**src/rtl/arcade_input_cond.sv**
```systemverilog
// Per-player input conditioner between hps_io joystick words and the game core:
// debounces buttons/start/coin and shapes coin presses into timed, queued pulses.
module arcade_input_cond #(
  parameter int NPLAYERS   = 2,
  parameter int NBUTTONS   = 1,
  parameter int BTN_BASE   = 4,
  parameter int DEB_TICKS  = 8,
  parameter int COIN_TICKS = 16,
  parameter int GAP_TICKS  = 16,
  parameter int QDEPTH     = 3
) (
  input  logic                         clk,
  input  logic                         reset,
  input  logic                         ce,
  input  logic [16*NPLAYERS-1:0]       joy_in,
  output logic [NBUTTONS*NPLAYERS-1:0] btn_out,
  output logic [NPLAYERS-1:0]          start_out,
  output logic [NPLAYERS-1:0]          coin_out,
  output logic [2*NPLAYERS-1:0]        coin_pend
);

  // state   | meaning
  // S_IDLE  | no coin in progress, coin_out low
  // S_PULSE | coin_out high for COIN_TICKS ce ticks
  // S_GAP   | coin_out low for GAP_TICKS ce ticks, then serve queue or idle
  typedef enum logic [1:0] {S_IDLE, S_PULSE, S_GAP} coin_state_t;

  // Debounced bits per player: buttons, then start, then coin (topmost).
  localparam int NB   = NBUTTONS + 2;
  localparam int DW   = (DEB_TICKS > 0) ? $clog2(DEB_TICKS + 1) : 1;
  localparam int TMAX = (COIN_TICKS > GAP_TICKS) ? COIN_TICKS : GAP_TICKS;
  localparam int CW   = $clog2(TMAX + 1);

  localparam logic [DW-1:0] DEB_LAST  = DW'(DEB_TICKS - 1);
  localparam logic [CW-1:0] COIN_LAST = CW'(COIN_TICKS - 1);
  localparam logic [CW-1:0] GAP_LAST  = CW'(GAP_TICKS - 1);
  localparam logic [2:0]    QMAX      = 3'(QDEPTH);

  logic [16*NPLAYERS-1:0] raw_q, raw_d;
  logic [NB-1:0]          stab_q [NPLAYERS];
  logic [NB-1:0]          stab_d [NPLAYERS];
  logic [DW-1:0]          dcnt_q [NPLAYERS][NB];
  logic [DW-1:0]          dcnt_d [NPLAYERS][NB];
  logic [NPLAYERS-1:0]    coin_dly_q, coin_dly_d;
  logic [NPLAYERS-1:0]    rise;
  coin_state_t            st_q   [NPLAYERS];
  coin_state_t            st_d   [NPLAYERS];
  logic [CW-1:0]          tcnt_q [NPLAYERS];
  logic [CW-1:0]          tcnt_d [NPLAYERS];
  logic [1:0]             pend_q [NPLAYERS];
  logic [1:0]             pend_d [NPLAYERS];
  logic [2:0]             qsum;

  // Only a slice of each joystick word is conditioned; the rest is ignored.
  logic unused_raw;
  assign unused_raw = ^raw_q;

  always_comb begin
    raw_d = joy_in;
    for (int p = 0; p < NPLAYERS; p++) begin
      for (int b = 0; b < NB; b++) begin
        stab_d[p][b] = stab_q[p][b];
        dcnt_d[p][b] = '0;
        if (DEB_TICKS == 0) begin
          stab_d[p][b] = raw_q[16*p + BTN_BASE + b];
        end else if (raw_q[16*p + BTN_BASE + b] != stab_q[p][b]) begin
          dcnt_d[p][b] = dcnt_q[p][b];
          if (ce) begin
            if (dcnt_q[p][b] == DEB_LAST) begin
              stab_d[p][b] = raw_q[16*p + BTN_BASE + b];
              dcnt_d[p][b] = '0;
            end else begin
              dcnt_d[p][b] = dcnt_q[p][b] + 1'b1;
            end
          end
        end
      end
    end
  end

  always_comb begin
    qsum = '0;
    for (int p = 0; p < NPLAYERS; p++) begin
      coin_dly_d[p] = stab_q[p][NB-1];
      rise[p]       = stab_q[p][NB-1] & ~coin_dly_q[p];
      st_d[p]       = st_q[p];
      tcnt_d[p]     = tcnt_q[p];
      pend_d[p]     = pend_q[p];
      // A rise outside IDLE joins the queue; saturation is applied after any
      // same-cycle dequeue so a full queue still accepts a coin it frees room for.
      qsum = 3'(pend_q[p]) + 3'((st_q[p] != S_IDLE) && rise[p]);
      case (st_q[p])
        S_IDLE: begin
          tcnt_d[p] = '0;
          if (rise[p]) begin
            st_d[p] = S_PULSE;
          end else if (pend_q[p] != 2'd0) begin
            st_d[p] = S_PULSE;
            qsum    = qsum - 3'd1;
          end
        end
        S_PULSE: begin
          if (ce) begin
            if (tcnt_q[p] == COIN_LAST) begin
              st_d[p]   = S_GAP;
              tcnt_d[p] = '0;
            end else begin
              tcnt_d[p] = tcnt_q[p] + 1'b1;
            end
          end
        end
        S_GAP: begin
          if (ce) begin
            if (tcnt_q[p] == GAP_LAST) begin
              tcnt_d[p] = '0;
              if (qsum != 3'd0) begin
                st_d[p] = S_PULSE;
                qsum    = qsum - 3'd1;
              end else begin
                st_d[p] = S_IDLE;
              end
            end else begin
              tcnt_d[p] = tcnt_q[p] + 1'b1;
            end
          end
        end
        default: begin
          st_d[p]   = S_IDLE;
          tcnt_d[p] = '0;
        end
      endcase
      if (qsum > QMAX) qsum = QMAX;
      pend_d[p] = qsum[1:0];
    end
  end

  always_ff @(posedge clk) begin
    if (reset) begin
      raw_q      <= '0;
      coin_dly_q <= '0;
      for (int p = 0; p < NPLAYERS; p++) begin
        stab_q[p] <= '0;
        st_q[p]   <= S_IDLE;
        tcnt_q[p] <= '0;
        pend_q[p] <= '0;
        for (int b = 0; b < NB; b++) dcnt_q[p][b] <= '0;
      end
    end else begin
      raw_q      <= raw_d;
      coin_dly_q <= coin_dly_d;
      for (int p = 0; p < NPLAYERS; p++) begin
        stab_q[p] <= stab_d[p];
        st_q[p]   <= st_d[p];
        tcnt_q[p] <= tcnt_d[p];
        pend_q[p] <= pend_d[p];
        for (int b = 0; b < NB; b++) dcnt_q[p][b] <= dcnt_d[p][b];
      end
    end
  end

  always_comb begin
    btn_out   = '0;
    start_out = '0;
    coin_out  = '0;
    coin_pend = '0;
    for (int p = 0; p < NPLAYERS; p++) begin
      btn_out[NBUTTONS*p +: NBUTTONS] = stab_q[p][NBUTTONS-1:0];
      start_out[p]                    = stab_q[p][NBUTTONS];
      coin_out[p]                     = (st_q[p] == S_PULSE);
      coin_pend[2*p +: 2]             = pend_q[p];
    end
  end

endmodule

```
**config.mk**
```make
export PLATFORM = sky130hd
export DESIGN_NAME = arcade_input_cond
export DESIGN_NICKNAME = d
export VERILOG_FILES = /design/src/rtl/arcade_input_cond.sv
export SDC_FILE = /design/constraint.sdc
export NUM_CORES = 1
export LEC_CHECK = 0
export CAP_MARGIN = 20
export CELL_PAD_IN_SITES_DETAIL_PLACEMENT = 1
export CELL_PAD_IN_SITES_GLOBAL_PLACEMENT = 2
export CORE_AREA = 2 2 97 99
export CTS_BUF_LIST = sky130_fd_sc_hd__clkbuf_2 sky130_fd_sc_hd__clkbuf_4 sky130_fd_sc_hd__clkbuf_8
export DETAILED_ROUTE_END_ITERATION = 16
export DIE_AREA = 0 0 99 101
export PLACE_DENSITY_LB_ADDON = 0.2
export SYNTH_ARGS = -nofsm -noshare
export SYNTH_HDL_FRONTEND = slang
export SYNTH_SLANG_ARGS = --single-unit
```
**constraint.sdc**
```tcl
create_clock -name clk -period 2.1 [get_ports clk]
set_input_delay 0.42 -clock clk [delete_from_list [all_inputs] [get_ports clk]]
set_output_delay 0.42 -clock clk [all_outputs]
set_load 0.02 [all_outputs]
```
Yosys cells after proc, flatten, opt, wreduce, memory -nomap -nowiden. Memories as Yosys holds them, arrays and structs flattened. Index checks and enable logic that the tools add are counted.

Eq/ne operators: 18. Muxes and demuxes: 89. Order comparisons: 2. Bitwise logic cells: 18. Reductions and logical operators: 12. $add $sub $neg: 12.

Operators by type and width (count): 2-to-1 mux 4 bit (24); 2-to-1 mux 5 bit (8); 2-to-1 mux 2 bit (18); 2-to-1 mux 3 bit (12); adder 4 x 1 -> 4 bit, second input constant (6); equality test 4 x 3 -> 1 bit, second input constant (6); 2-to-1 mux 1 bit (23); bitwise OR 1 bit (14); case mux 2 bit (3 select lines) (2); case mux 3 bit (2 select lines) (2); adder 5 x 1 -> 5 bit, second input constant (2); equality test 5 x 4 -> 1 bit, second input constant (2); nonzero test 2 bit (4); adder 2 x 1 -> 3 bit (2); greater-than comparator 3 x 2 -> 1 bit, second input constant (2); inequality test 1 bit (6); nonzero test 3 bit (2); subtractor 3 x 1 -> 3 bit, second input constant (2); equality test 2 x 1 -> 1 bit, second input constant (2); equality test 2 bit, second input constant (2); zero test 2 bit (2); OR reduction 2 bit (2); bitwise AND 1 bit (2); logical AND 1 bit (2); NOT 1 bit (2).

Word-level logic and storage cells: 158. Input port bits: 35. Memories kept: 5. Register bits: 25. Bits in writable memories: 48.

Memory list: dcnt_q (depth 2, bits a word 12, read ports 2, clocked after Yosys merged registers in 0, write ports 2, line 42) `logic [DW-1:0] dcnt_q [NPLAYERS][NB];`; tcnt_q (depth 2, bits a word 5, read ports 2, clocked after Yosys merged registers in 0, write ports 2, line 48) `logic [CW-1:0] tcnt_q [NPLAYERS];`; stab_q (depth 2, bits a word 3, read ports 2, clocked after Yosys merged registers in 0, write ports 2, line 40) `logic [NB-1:0] stab_q [NPLAYERS];`; pend_q (depth 2, bits a word 2, read ports 2, clocked after Yosys merged registers in 0, write ports 2, line 50) `logic [1:0] pend_q [NPLAYERS];`; st_q (depth 2, bits a word 2, read ports 2, clocked after Yosys merged registers in 0, write ports 2, line 46) `coin_state_t st_q [NPLAYERS];`.

Depth between registers and ports, before layout.
Word-level depth: 12. Depth in mapped cells: 8. Depth with buffers taken out: 7.

Worst setup path before layout. OpenSTA, ideal clock, no wires.

Path type: reg2reg. Start: memory st_q[0][2] (netlist name). End: memory pend_q[1][0] (netlist: pend_q[0][2]). Arrival: 1.540 ns. Stages on the path, launching flop included: 8. Data required time: 1.969 ns. Slack: 0.430 ns. Path buffers: 0. Cells stage by stage: dfxtp_1 inv_1 ha_1 nor3b_4 mux2i_1 a21oi_1 o21ai_0 o22ai_1.

RTL lines (line): from (decl) (46); to (decl) (50).

==> reports/metrics.yaml <==
fmax_ghz: 0.508
die_area_sq_mm: 0.0100
fin_cells: 457
cp_data_required_time_ns: 1.68
crit_path_cell_trace: "clkdlybuf4s50_1"
crit_buf_inv: 1
yosysMostFrequentCell: "nor2_1"
ir_worst_vdd_v: 0.000304
finalMaxSlewViolations: 0
grt_pass1_vias: 2397
grtUsageTotal_pct: 13.0
initial_core_util_pct: 33.1
finalNetCount: 398
wl_met3_microns: 168
finalCritPeriodShare_pct: 93.8
syn_area_sq_mm: 0.00297
setup_viol_count_final: 0
die_h_microns: 101
hp-class: "reg -> reg"
ys_ff_latch: 56
drc: 0
hold_ws_ns: 0.499
met1_length_mm: 2.93
synth_top_area_share_pct: 27.0
finClkSkew_ns: 0.00593
cap_violations: 0
crit_type: "reg -> out"
route.antenna.remaining_nets: 0
max_slew.worst_pin.slew_ns: 0.384
slowest_stage: "clkdlybuf4s50_1"
r2r_slack_ns: 0.32
hpwl_mm: 4.40
seq_area_frac_synth_pct: 43.1
coreArea_sq_mm: 0.00898
synth-edff-count: 16
critPathTopFamily: "buffers and inverters"
period_minus_slack_ns: 1.97
port_buffers: 18
synth_area_leaders: "dfxtp_1 (27%), edfxtp_1 (16%), ha_1 (7.6%), nor2_1 (5.2%), xor2_1 (4.4%)"
pre_cts_slack_ns: -0.109
critPathLaunchType: "register"
drive_gt1_share_pct: 7.51
fin_setup_tns_ns: 0
cts.sinks: 56
synth_cell_types: 46
n_antenna_cell: 0
grt_max_degree: 36
status: "finished clean"
clk_latency_ns: 0.31
ys_warn_count: 0
design_area_sq_mm: 0.00343
root_buffer: "clkbuf_8"
io_pins: 45
globalplace.congestion: 0.761
power_density_mw_per_mm2: 573
syn_nets: 374
drt_iter0_markers: 39
fin_ws_ns: 0.131
synth_area_per_cell_sq_um: 9.25
clkTransAtPathRegs_ns: 0.10
cts_buffer_depth: 2
ctsHoldBuffers: 0
leakagePower_nw: 1.32
endpoint_kind: "output port"
rsz0062_at_grt: "no"
htree_levels: 2
synthTopCellsByCount: "nor2_1 (41), dfxtp_1 (40), nand2_1 (26)"
cts_made_buffers: 5
drt_first_pass_iters: 4
via_per_inst: 5.05
num_rows: 35
top_layer_used: "met4"
antenna_found_initial: 0
hold_violations: 0
grt_pass1_wl_mm: 10.8
crit_fanout: 12
placed_cell_area_sq_mm: 0.00333
die_w_microns: 99
vias: 2307
slowest_delay_ns: 0.68
post-place-cells: 449
postSynth.asyncResetShare_pct: 0
syn_to_final_growth_pct: 15.4
cts_tree: "built"
routed_wl_mm: 6.07
wl_per_cell_microns: 13.3
wl_met2_mm: 2.90
syn_inst: 321
grt_overflow: 0
ys.flop_type: "dfxtp_1"
relSlewSlack_pct: 74.3
synth_area_leader_cell: "dfxtp_1"
arrival_ns: 1.55
==> worst register-to-register path, stage by stage (launching register included) <==
cell,delay (ns)
dfxtp_1,0.39
inv_1,0.09
ha_1,0.31
nor2b_2,0.23
nand2_1,0.10
o311ai_0,0.28
o21ai_0,0.13
a31oi_1,0.17
==> cells in the final DEF (no fill, tap or decap), types with 4 or more instances in the layout <==
master           count
ha_1                18
nand4_1              6
nand2b_1             6
nor4_1               4
inv_1               12
nor2b_1             12
xor2_1              15
dfxtp_1             40
edfxtp_1            16
nand3_1             12
nand2_1             26
mux2i_1             10
or3_1                8
buf_4               12
nor2_1              41
clkdlybuf4s50_1     16
clkbuf_8             5
nor3_1              12
xnor2_1             12
o21ai_0             12
a21oi_1              8
==> registers in the layout (all words and copies together), names as in the netlist <==
signal / cells
dcnt_q: 24
tcnt_q: 10
raw_q: 6
stab_q: 6
pend_q: 4
st_q: 4
coin_dly_q: 2
==> cell type report <==
class,instances,area (sq um)
tap,111,139
sequential,56,1280
inverter,12,45.0
timing repair buffer,31,295
multi-input combinational,239,1580
fill,1039,5550
clock buffer,5,68.8
clock inverter,3,18.8
==> final timing paths <==
check,from,end,cells past startpoint
worst max-delay path,pend_q[0][3]$_SDFF_PP0_,coin_pend[3],1
worst min-delay path,stab_q[0][1]$_SDFFE_PP0P_,stab_q[0][1]$_SDFFE_PP0P_,2
worst max register to register,st_q[0][2]$_SDFFE_PP0P_,pend_q[0][3]$_SDFF_PP0_,7
worst min register to register,stab_q[0][1]$_SDFFE_PP0P_,stab_q[0][1]$_SDFFE_PP0P_,2
==> kinds of logic after synthesis <==
logic type	Yosys count	synth area share, %
XOR/XNOR	27	7.96
buffers and inverters	26	3.79
AND/OR/NAND/NOR	144	25.2
adder cells (fa/ha/maj)	18	7.58
multiplexers	10	3.37
flip-flops	56	43.1
AO/OA/AOI/OAI	40	8.93
==> per-layer routing <==
| layer | GRT usage (%) | vias to the layer above |
|---|---|---|
| met5 | 0 | - |
| met4 | 4.21 | 0 |
| met3 | 2.22 | 8 |
| met2 | 22.1 | 21 |
| met1 | 16.8 | 1111 |
| li1 | - | 1167 |
==> power breakdown <==
part	internal (mW)	leakage, nW	switching, mW
Sequential	1.14	0.514	0.0211
Clock	0.231	0.0378	0.361
Combinational	0.0952	0.766	0.119
Total	1.46	1.32	0.501
==> repair_timing <==
action,in CTS,in global routing
endpoints found under the setup margin,0,3
setup buffers,0,0
gates resized for setup,0,3
==> per-stage QoR <==
stage,total power [mW],util (%)
global route,2.08,38.2
detailed placement,1.40,37.1
floorplan,1.33,-
global placement,1.40,37.1
finish,1.96,38.2
CTS,2.01,38.1
Note: power is estimated with default switching activity, not from simulation.
